`src/rtl/si_seq_div_16by8_pkg.sv`:
```
// si_seq_div_16by8_pkg
//   Shared definitions for the sequential signed divider: FSM state encoding,
//   default operand width, the approximate-mode truncation constant, the
//   iteration/latency constant and the special-case result values.
//
// Build option: AP_DIV_TRUNC_EN selects approximate mode (fewer iterations,
//   low quotient bits forced to zero, remainder forced to zero).
package si_seq_div_16by8_pkg;

  // Divider control states
  typedef enum logic [1:0] {
    IDLE,
    CALC,
    DONE
  } state_t;

  // Default divisor/remainder width; dividend/quotient are twice this
  localparam int DEF_DW = 8;

  // Number of low quotient bits dropped in approximate mode
  localparam int APX = 4;

  // Clock edges from operand accept to out_valid for ordinary operands
`ifdef AP_DIV_TRUNC_EN
  localparam int LAT = 2 * DEF_DW - APX;
`else
  localparam int LAT = 2 * DEF_DW;
`endif

  // Special-case results at the default width
  localparam logic [2*DEF_DW-1:0] QUOT_ONES = {(2 * DEF_DW) {1'b1}};
  localparam logic [2*DEF_DW-1:0] MIN_NEG   = {1'b1, {(2 * DEF_DW - 1) {1'b0}}};

endpackage

```
`src/rtl/si_div_step.sv`:
```
// si_div_step
//   One combinational radix-2 restoring division iteration on magnitudes.
//
// Ports:
//   prem      in   DW+1  current partial remainder (always < dmag)
//   din       in   1     next dividend bit, shifted in at the bottom
//   dmag      in   DW+1  divisor magnitude (up to 2^DW)
//   prem_next out  DW+1  partial remainder after the trial subtraction
//   qbit      out  1     quotient bit produced by this iteration
module si_div_step #(
  parameter int DW = 8
) (
  input  logic [DW:0] prem,
  input  logic        din,
  input  logic [DW:0] dmag,
  output logic [DW:0] prem_next,
  output logic        qbit
);

  logic [DW+1:0] shifted;
  logic [DW:0]   diff;
  logic          ge;

  // Shift in the next dividend bit and trial-subtract the divisor. Since the
  // incoming remainder is below dmag, a successful subtraction always fits
  // in DW+1 bits, so the low bits of the difference are the exact result.
  always_comb begin
    shifted   = {prem, din};
    ge        = (shifted >= {1'b0, dmag});
    diff      = shifted[DW:0] - dmag;
    prem_next = ge ? diff : shifted[DW:0];
    qbit      = ge;
  end

endmodule

```
`src/rtl/si_seq_div_16by8.sv`:
```
// si_seq_div_16by8
//   Sequential signed divider, the inverse of the signed 8x8 multiplier:
//   a 2*DW-bit signed dividend divided by a DW-bit signed divisor, one
//   quotient bit per clock, restoring algorithm on magnitudes with a sign
//   fix-up on the final edge. Quotient truncates toward zero; the remainder
//   takes the dividend's sign.
//
// Ports:
//   clk        in   1     clock, all state on rising edge
//   rst_n      in   1     synchronous active-low reset
//   in_valid   in   1     operands valid
//   in_ready   out  1     block can accept operands (IDLE only)
//   dividend   in   2*DW  signed dividend
//   divisor    in   DW    signed divisor
//   out_valid  out  1     result valid
//   out_ready  in   1     consumer accepts result
//   quot       out  2*DW  signed quotient
//   rem        out  DW    signed remainder
//   dz         out  1     divide-by-zero flag, qualified by out_valid
//   ovf        out  1     overflow flag (-2^(2DW-1) / -1), qualified by out_valid
//
// Build option: AP_DIV_TRUNC_EN -> approximate mode: 2*DW-APX iterations,
//   low APX quotient magnitude bits forced to 0, remainder forced to 0.
module si_seq_div_16by8
  import si_seq_div_16by8_pkg::*;
#(
  parameter int DW = DEF_DW
) (
  input  logic            clk,
  input  logic            rst_n,
  input  logic            in_valid,
  output logic            in_ready,
  input  logic [2*DW-1:0] dividend,
  input  logic [DW-1:0]   divisor,
  output logic            out_valid,
  input  logic            out_ready,
  output logic [2*DW-1:0] quot,
  output logic [DW-1:0]   rem,
  output logic            dz,
  output logic            ovf
);

  localparam int QW = 2 * DW;
`ifdef AP_DIV_TRUNC_EN
  localparam int ITERS = QW - APX;
`else
  localparam int ITERS = QW;
`endif
  localparam int CW = $clog2(QW);
  localparam logic [CW-1:0] CNT_INIT = CW'(ITERS - 1);
  localparam logic [QW-1:0] Q_ONES   = {QW{1'b1}};
  localparam logic [QW-1:0] Q_MINNEG = {1'b1, {(QW - 1) {1'b0}}};

  state_t        state;
  logic [QW-1:0] dvd_sh;
  logic [DW:0]   dvs_mag;
  logic [DW:0]   prem;
  logic          dvd_neg;
  logic          dvs_neg;
  logic [CW-1:0] cnt;

  logic [QW-1:0] dvd_abs;
  logic [DW:0]   dvs_abs;
  logic [DW:0]   step_rem;
  logic          step_q;
  logic [QW-1:0] qbits_next;
  logic [QW-1:0] qmag;
  logic [QW-1:0] quot_fix;
  logic [DW-1:0] rem_fix;

  // Single restoring iteration; the dividend magnitude shifts out of the top
  // of dvd_sh while quotient bits shift in at the bottom.
  si_div_step #(
    .DW(DW)
  ) u_step (
    .prem     (prem),
    .din      (dvd_sh[QW-1]),
    .dmag     (dvs_mag),
    .prem_next(step_rem),
    .qbit     (step_q)
  );

  // Operand magnitudes. The divisor magnitude is DW+1 bits wide so that the
  // most negative divisor maps to +2^(DW-1) rather than wrapping. The most
  // negative dividend maps to 2^(QW-1), which is exact as an unsigned value.
  always_comb begin
    dvd_abs = dividend[QW-1] ? -dividend : dividend;
    dvs_abs = divisor[DW-1] ? -{1'b1, divisor} : {1'b0, divisor};
  end

  // Final-edge result: the last quotient bit joins the shift register, the
  // magnitude is optionally truncated, then signs are applied. In
  // approximate mode the bits produced so far are the top ITERS quotient
  // bits, so they are realigned above APX zero bits.
  always_comb begin
    qbits_next = {dvd_sh[QW-2:0], step_q};
`ifdef AP_DIV_TRUNC_EN
    qmag    = {qbits_next[ITERS-1:0], {APX{1'b0}}};
    rem_fix = '0;
`else
    qmag    = qbits_next;
    rem_fix = dvd_neg ? -step_rem[DW-1:0] : step_rem[DW-1:0];
`endif
    quot_fix = (dvd_neg ^ dvs_neg) ? -qmag : qmag;
  end

  // Control FSM and all registered outputs. Special operand cases skip CALC
  // and land in DONE on the accept edge. Results stay in quot/rem/dz/ovf
  // after the handshake until the next result overwrites them; reset at any
  // point discards work in flight and clears everything.
  always_ff @(posedge clk) begin
    if (!rst_n) begin
      state     <= IDLE;
      in_ready  <= 1'b1;
      out_valid <= 1'b0;
      quot      <= '0;
      rem       <= '0;
      dz        <= 1'b0;
      ovf       <= 1'b0;
      dvd_sh    <= '0;
      dvs_mag   <= '0;
      prem      <= '0;
      dvd_neg   <= 1'b0;
      dvs_neg   <= 1'b0;
      cnt       <= '0;
    end else begin
      case (state)
        IDLE: begin
          if (in_valid) begin
            dvd_sh   <= dvd_abs;
            dvs_mag  <= dvs_abs;
            dvd_neg  <= dividend[QW-1];
            dvs_neg  <= divisor[DW-1];
            prem     <= '0;
            cnt      <= CNT_INIT;
            in_ready <= 1'b0;
            if (divisor == '0) begin
              state     <= DONE;
              out_valid <= 1'b1;
              quot      <= Q_ONES;
              rem       <= '0;
              dz        <= 1'b1;
              ovf       <= 1'b0;
            end else if ((dividend == Q_MINNEG) && (divisor == '1)) begin
              state     <= DONE;
              out_valid <= 1'b1;
              quot      <= Q_MINNEG;
              rem       <= '0;
              dz        <= 1'b0;
              ovf       <= 1'b1;
            end else begin
              state <= CALC;
            end
          end
        end
        CALC: begin
          prem   <= step_rem;
          dvd_sh <= qbits_next;
          cnt    <= cnt - CW'(1);
          if (cnt == '0) begin
            state     <= DONE;
            out_valid <= 1'b1;
            quot      <= quot_fix;
            rem       <= rem_fix;
            dz        <= 1'b0;
            ovf       <= 1'b0;
          end
        end
        DONE: begin
          if (out_ready) begin
            state     <= IDLE;
            out_valid <= 1'b0;
            in_ready  <= 1'b1;
          end
        end
        default: begin
          state     <= IDLE;
          in_ready  <= 1'b1;
          out_valid <= 1'b0;
        end
      endcase
    end
  end

endmodule
```
`config.mk`:
```
export PLATFORM = sky130hd
export DESIGN_NAME = si_seq_div_16by8
export DESIGN_NICKNAME = d
export VERILOG_FILES = /design/src/rtl/si_seq_div_16by8_pkg.sv /design/src/rtl/si_div_step.sv /design/src/rtl/si_seq_div_16by8.sv
export SDC_FILE = /design/constraint.sdc
export NUM_CORES = 1
export LEC_CHECK = 0
export BUFFER_PORTS_ARGS = -buffer_cell sky130_fd_sc_hd__buf_2
export CAP_MARGIN = 20
export CORE_MARGIN = 3
export CORE_UTILIZATION = 30
export CTS_CLUSTER_SIZE = 28
export DETAILED_ROUTE_END_ITERATION = 12
export GPL_ROUTABILITY_DRIVEN = 1
export PLACE_DENSITY_LB_ADDON = 0.25
export SYNTH_ARGS = -nofsm -noshare
export SYNTH_HDL_FRONTEND = slang
export SYNTH_SLANG_ARGS = --single-unit
```
`constraint.sdc`:
```
create_clock -name clk -period 4.05 [get_ports clk]
set_input_delay 0.6075 -clock clk [delete_from_list [all_inputs] [get_ports clk]]
set_output_delay 0.6075 -clock clk [all_outputs]
set_load 0.02 [all_outputs]
```
Word level (Yosys, flattened, before mapping)
Cells that the tools add are included.

Register bits: 70. Input port bits: 28. Output and inout port bits: 28. Logic and storage cells: 85.

Add/subtract/negate cells: 6. Order comparisons: 1. Equal/unequal tests: 8. Multiplexer cells: 44. Bitwise operators: 2. Reductions and logical operators: 11.

Operators with widths (number): 16-bit two-way mux (7); 16-bit case mux with 2 select lines (2); 8-bit two-way mux (5); 16-bit negator (2); 9-bit two-way mux (3); 9-bit case mux with 2 select lines (1); 16-bit == test, second input constant (1); 8-bit case mux with 2 select lines (1); 1-bit two-way mux (13); 10-bit by 9-bit >= comparator with 1-bit output (1); 2-bit two-way mux (5); 9-bit negator (1); 9-bit subtractor (1); 8-bit == test, second input constant (1); 8-bit zero test (1); 8-bit negator (1); 4-bit case mux with 2 select lines (1); 4-bit AND reduction (2); 2-bit != test, second input constant (3); 1-bit case mux with 3 select lines (2); 2-bit case mux with 3 select lines (1); 3-bit AND reduction (2); 4-bit zero test (1); 4-bit two-way mux (1); 11 further kinds (13).

Longest topological paths before layout
Depth in word-level cells: 6. Depth in mapped cells: 17.

Hierarchy
Synthesis repeated with hierarchy kept, for this count alone.

Cells, all modules: 518. Area total of the unflattened synthesis: 4356.7 um^2.

By module, submodules not included: si_seq_div_16by8 (instances 1, cells an instance 432, area an instance 3683.5 um^2); si_div_step (instances 1, cells an instance 86, area an instance 673.1 um^2).

Least setup slack after synthesis
No wires, ideal clock.

Path type: flip-flop to flip-flop. Start: register dvd_sh[15]. End: register rem[6]. Arrival: 2.880 ns. Data required time: 3.928 ns. Path slack: 1.048 ns. Cell stages (with the launch flop): 16. Path buffers: 1. Clock period less this slack: 3.002 ns. Cell sequence: dfxtp_1 -> inv_1 -> ha_1 -> inv_1 -> fa_1 -> a21o_1 -> o21ai_0 -> a31oi_1 -> clkbuf_1 -> mux2i_1 -> ha_1 -> nand2_1 -> or4_1 -> o211ai_1 -> xnor2_1 -> o21ai_0.

Word-level cells in the longest chain between the ends: 6.

RTL lines: start, declared (line si_seq_div_16by8.sv:55) `logic [QW-1:0] dvd_sh;`; start signal, assigned (line si_seq_div_16by8.sv:130) `dvd_sh <= dvd_abs;`; start signal, assigned (line si_seq_div_16by8.sv:158) `dvd_sh <= qbits_next;`; 9-bit subtractor / 10-bit by 9-bit >= comparator with 1-bit output (equally long branches) (line si_div_step.sv:30, si_div_step.sv:29); 9-bit two-way mux * (line si_div_step.sv:31) `prem_next = ge ? diff : shifted[DW:0];`; 8-bit negator (line si_seq_div_16by8.sv:102) `rem_fix = dvd_neg ? -step_rem[DW-1:0] : step_rem[DW-1:0];`; 8-bit two-way mux * (line si_seq_div_16by8.sv:102); 8-bit two-way mux * (line si_seq_div_16by8.sv:160) `if (cnt == '0) begin`; 8-bit case mux with 2 select lines * (line si_seq_div_16by8.sv:127) `case (state)`; end signal, assigned (line si_seq_div_16by8.sv:164) `rem <= rem_fix;`; end, declared (line si_seq_div_16by8.sv:38) `output logic [DW-1:0] rem,`.

Every way passes the cells marked *; elsewhere a longest branch is shown, timed or not. The select of a mux whose other input is x is not followed. A chain may end at the register's enable or synchronous reset.

Worst setup path after layout
Start: register dvs_mag[7]. End: register quot[14].

Word-level cells in the longest chain between the ends: 5.

RTL lines: start, declared (line si_seq_div_16by8.sv:56) `logic [DW:0] dvs_mag;`; start signal, assigned (line si_seq_div_16by8.sv:131) `dvs_mag <= dvs_abs;`; 10-bit by 9-bit >= comparator with 1-bit output (line si_div_step.sv:29) `ge = (shifted >= {1'b0, dmag});`; 16-bit negator (line si_seq_div_16by8.sv:104) `quot_fix = (dvd_neg ^ dvs_neg) ? -qmag : qmag;`; 16-bit two-way mux (line si_seq_div_16by8.sv:104); 16-bit two-way mux (line si_seq_div_16by8.sv:160); 16-bit case mux with 2 select lines (line si_seq_div_16by8.sv:127); end signal, assigned (line si_seq_div_16by8.sv:163) `quot <= quot_fix;`; end, declared (line si_seq_div_16by8.sv:37) `output logic [2*DW-1:0] quot,`.

No other way between the ends. The select of a mux whose other input is x is not followed.

==> flow_results.org <==
** Timing
- Of the available clock period, the critical path in the final layout requires 0.8466.
- Maximum frequency from static timing analysis :: 291.7 MHz
- Counting I/O delays and the setup requirement, the final critical path takes 3.429 ns.
- Total negative slack :: 0 ns
- The number of slew-limit violations in the final report is 0.
- Clock Skews :: 0.009056 ns
- RSZ-0062 raised after global routing :: no
- For the pin with the worst max-slew slack, the measured transition is 0.7724 ns.
- Setup violations remaining at the end of the flow were counted as 0.
- Relative slew slack :: 0.4717
- The final hold violation count came to 0.

** Pwr
- PD cells :: 546.6 nW/um2
- Summed over all cells, the static leakage comes to 2.000 nW.
- VDD sags by at most 0.0002430 V.
- Total power for the finished layout comes to 2.702 mW.

** Floorplanning
- The die covers 15350 um2.
- Pin placement for this block handled 56 I/O pins.
- The initial utilization of the core area, before any placement, comes to 0.3111.
- From left edge to right edge, the die measures 123.9 um.
- The core region is 13400 um2.
- The die is 123.9 um tall.
- Core Rows :: 42

** Clocking
- Clock transition at path regs :: 0.06 ns
- TritonCTS built the clock tree.
- Clk sinks :: 70
- Clock tree synthesis inserted a total of 9 buffers.
- Root Buffer Master :: sky130_fd_sc_hd__clkbuf_16
- Skew-Pair Late Insertion Delay :: 0.34 ns
- Number of levels in the clock H-tree :: 3
- Maximum root-to-sink buffer count :: 2
- In this run the post-CTS setup repair buffer count came out at 0.
- Hold repair after CTS inserted 0 buffers.
- The number of gates resized after CTS was 0.

** Route
- Remaining DRCs :: 0
- First-pass iteration count of the detailed router :: 6
- Violation count after the first detailed-routing iteration :: 358
- After detailed routing, the number of vias per cell comes to 5.366.
- For this block, the via count after detailed routing is 4019.
- The count of nets left with antenna violations once routing finished came out at 0.
- Total Wirelength :: 11.60 mm
- Avg WL per Cell :: 15.49 um

** Critical path
- End of the worst register-to-register path :: quot[14]
- The number of cells on the worst reg-to-reg path is 13.
- Cell type group with the largest total delay on the critical path :: compound AO/OA/AOI/OAI gates
- Highest net fanout along the worst path :: 7
- The critical path is of the flip-flop to flip-flop type.
- Data arrival time at the worst-slack endpoint :: 3.70 ns
- Worst EP required :: 4.33 ns
- The worst setup path is captured at a flip-flop.
- The worst register-to-register path begins at dvs_mag[7].
- Type of element launching the critical path :: flip-flop
- Sum of buffers and inverters on the critical path :: 2
- Among all stages on the critical path, the largest delay is contributed by sky130_fd_sc_hd__a2111oi_0.
- The worst register-to-register path has a setup slack of 0.62 ns.
- Traced cell by cell, the critical path runs through inv_1, ha_1, a2111oi_0, a21o_1, a31oi_2, inv_1, ha_1, nand2_1, or2_2, o41ai_1, xnor2_1, nand2_1, a21oi_1.
- Largest stage delay on the critical path :: 0.70 ns

** Synthesis
- After synthesis the cells add up to 4169 um2.
- Synth Register Bits :: 70
- Sequential fraction of the synthesis area :: 0.3361
- Mean cell area of the mapped netlist :: 7.971 um2
- Yosys warning count :: 0
- Number of cells produced by synthesis :: 523
- The synthesized netlist contains 58 unique library cells.
- Number of synthesized flops with an enable pin :: 0
- Post-synth ARST share :: 0
- Main flop type after synthesis :: sky130_fd_sc_hd__dfxtp_1
- Counting every net in the synthesized netlist gives 567.

** Global route
- After global routing the overflow that remains totals 0.
- The via count of the first global-routing pass came to 3700.
- The initial antenna violation count came to 0.
- In the global route stage, overall resource usage came out at 0.1545.
- First-pass GRT wire length :: 18.86 mm
- Maximum number of pins on one net before global-route repair :: 43

** Cells and area
- Area growth from synthesis to final layout :: 18.58%
- Of the cells placed in the final design, the portion with a size suffix greater than 1 is 0.1675.
- At the end of the flow, the number of nets in the layout was 613.
- The repair_antennas step left the layout with diodes totalling 0.
- Final instance count without filler cells :: 749
- Summing all non-filler instances in the final layout gives an area of 4943 um2.
- Measured on the finished design, the core utilization comes to 0.3689.

** Placed design
- Cell count after placement :: 734
- After detailed placement, the total cell area comes to 4621 um2.
- Weighted congestion at the end of routability-driven global placement :: 0.8125
- HPWL after DPL :: 8.743 mm
- Number of port buffers :: 55

** Worst hold path
- In this run the most critical hold path is launched from dvs_mag[7].
- The worst hold path passes through 2 cells.
- The worst hold path terminates at dvs_mag[7].
- Class of the tightest hold or removal check :: flip-flop to flip-flop

** Status
- Status :: finished, final reports clean

** Run
- The tool flagged a number of max-cap violations equal to 0.
-- layout make-up --
cell class / instances / area, um2
clock buffers: 11 / 252.7
clock inverters: 4 / 70.07
fillers: 1413 / 8457
inverters: 26 / 97.59
multi-input cells: 399 / 2559
flip-flops and latches: 70 / 1401
well taps: 176 / 220.2
repair buffers: 63 / 342.8
-- sequential cells by signal, summed over array words and instances (netlist names) --
register	cells
cnt	4
dvs_neg	1
dvd_neg	1
prem	9
dvs_mag	9
state	2
ovf	1
dz	1
rem	8
in_ready	1
dvd_sh	16
out_valid	1
quot	16
-- logic make-up (layout without fill, tap and decap cells) --
group / after synthesis / in the layout / synth area share
flip-flops: 70 / 70 / 0.3361
AND/OR/NAND/NOR: 187 / 187 / 0.2167
multiplexers: 7 / 7 / 0.01741
adder cells (fa/ha/maj): 16 / 16 / 0.04982
buffers and inverters: 54 / 104 / 0.05222
XOR/XNOR: 45 / 45 / 0.09454
AO/OA/AOI/OAI: 144 / 144 / 0.2332
-- tightest hold or removal path, stage by stage (launching register included) --
cell and delay (ns):
sky130_fd_sc_hd__dfxtp_1 0.30, sky130_fd_sc_hd__nand2_1 0.05, sky130_fd_sc_hd__a21oi_1 0.05
-- cells in the final DEF, fill, tap and decap left out, types with 3 or more instances in the layout --
master,count
sky130_fd_sc_hd__nor4_1,5
sky130_fd_sc_hd__a31oi_1,5
sky130_fd_sc_hd__nand3b_1,3
sky130_fd_sc_hd__ha_1,15
sky130_fd_sc_hd__buf_2,55
sky130_fd_sc_hd__nand3_1,14
sky130_fd_sc_hd__nor3_2,5
sky130_fd_sc_hd__o41ai_1,4
sky130_fd_sc_hd__dfxtp_1,70
sky130_fd_sc_hd__a21oi_1,38
sky130_fd_sc_hd__a222oi_1,13
sky130_fd_sc_hd__a21o_1,5
sky130_fd_sc_hd__buf_4,7
sky130_fd_sc_hd__nor3_1,13
sky130_fd_sc_hd__xor2_1,11
sky130_fd_sc_hd__a211oi_1,13
sky130_fd_sc_hd__nor2b_1,4
sky130_fd_sc_hd__o21a_1,4
sky130_fd_sc_hd__nand2_1,46
sky130_fd_sc_hd__clkbuf_16,9
sky130_fd_sc_hd__and3_1,5
sky130_fd_sc_hd__o31ai_1,8
sky130_fd_sc_hd__nand2b_1,7
sky130_fd_sc_hd__xnor2_1,34
sky130_fd_sc_hd__mux2i_1,5
sky130_fd_sc_hd__o21ai_0,30
sky130_fd_sc_hd__nor2_1,67
sky130_fd_sc_hd__or3_1,7
sky130_fd_sc_hd__inv_1,25
-- per-layer routing --
layer / wire length, um / share of wire / vias up / track usage
met1: 5941 / 0.51 / 1904 / 0.2370
li1: - / - / 1971 / -
met2: 4842 / 0.42 / 133 / 0.2190
met4: 118 / 0.010 / 0 / 0.03875
met5: 0 / 0 / - / 0
met3: 698 / 0.060 / 11 / 0.03043
-- synth_stat cells, types with 2 or more instances --
| cell type | n | area share |
|---|---|---|
| sky130_fd_sc_hd__a21oi_1 | 38 | 0.046 |
| sky130_fd_sc_hd__inv_1 | 25 | 0.023 |
| sky130_fd_sc_hd__nor2b_1 | 4 | 0.0060 |
| sky130_fd_sc_hd__o31ai_1 | 8 | 0.014 |
| sky130_fd_sc_hd__clkbuf_1 | 25 | 0.023 |
| sky130_fd_sc_hd__nor4_1 | 5 | 0.0075 |
| sky130_fd_sc_hd__ha_1 | 15 | 0.045 |
| sky130_fd_sc_hd__xor2_1 | 11 | 0.023 |
| sky130_fd_sc_hd__mux2i_1 | 5 | 0.012 |
| sky130_fd_sc_hd__o41ai_1 | 4 | 0.0084 |
| sky130_fd_sc_hd__a221oi_1 | 2 | 0.0042 |
| sky130_fd_sc_hd__dfxtp_1 | 70 | 0.34 |
| sky130_fd_sc_hd__o21a_1 | 4 | 0.0072 |
| sky130_fd_sc_hd__nand3b_1 | 3 | 0.0054 |
| sky130_fd_sc_hd__a21o_1 | 5 | 0.0090 |
| sky130_fd_sc_hd__xnor2_1 | 34 | 0.071 |
| sky130_fd_sc_hd__or3_1 | 7 | 0.011 |
| sky130_fd_sc_hd__a211oi_1 | 13 | 0.023 |
| sky130_fd_sc_hd__nand3_1 | 14 | 0.017 |
| sky130_fd_sc_hd__nor3_2 | 5 | 0.012 |
| sky130_fd_sc_hd__a222oi_1 | 13 | 0.031 |
| sky130_fd_sc_hd__o221a_2 | 2 | 0.0054 |
| sky130_fd_sc_hd__and3_1 | 5 | 0.0075 |
| sky130_fd_sc_hd__a32o_1 | 2 | 0.0048 |
| sky130_fd_sc_hd__buf_6 | 2 | 0.0054 |
| sky130_fd_sc_hd__nand4_1 | 2 | 0.0030 |
| sky130_fd_sc_hd__nor2_1 | 68 | 0.061 |
| sky130_fd_sc_hd__o21ai_1 | 2 | 0.0024 |
| sky130_fd_sc_hd__or2_2 | 2 | 0.0030 |
| sky130_fd_sc_hd__mux2_2 | 2 | 0.0054 |
| sky130_fd_sc_hd__o21ai_0 | 30 | 0.036 |
| sky130_fd_sc_hd__nor3_1 | 13 | 0.016 |
| sky130_fd_sc_hd__a311oi_1 | 2 | 0.0042 |
| sky130_fd_sc_hd__nand2b_1 | 7 | 0.011 |
| sky130_fd_sc_hd__nand2_1 | 46 | 0.041 |
| sky130_fd_sc_hd__a31oi_1 | 6 | 0.0090 |
-- stage by stage --
stage	hold WS (ns)	worst slack [ns]
floorplan	0.4303	1.048
global placement	0.4453	0.7549
detailed placement	0.4500	0.6521
CTS	0.4559	0.6146
global route	0.4781	0.3721
finish	0.4509	0.6212
-- where the power goes --
part | total (mW) | switching [mW] | internal, mW
clock | 0.864 | 0.297 | 0.567
combinational | 1.01 | 0.606 | 0.402
sequential | 0.830 | 0.0701 | 0.759
total | 2.70 | 0.974 | 1.73
-- worst max-delay path by stage --
| stage | cells after the start | endpoint | slack [ns] | from |
|---|---|---|---|---|
| floorplan | 15 | rem[6] | 1.05 | dvd_sh[15] |
| global placement | 13 | quot[14] | 0.75 | dvs_mag[7] |
| detailed placement | 13 | quot[14] | 0.65 | dvs_mag[7] |
| CTS | 13 | quot[14] | 0.61 | dvs_mag[7] |
| global route | 13 | rem[6] | 0.37 | dvs_mag[7] |
| finish | 13 | quot[14] | 0.62 | dvs_mag[7] |
Power figures use the tool's default switching activity.
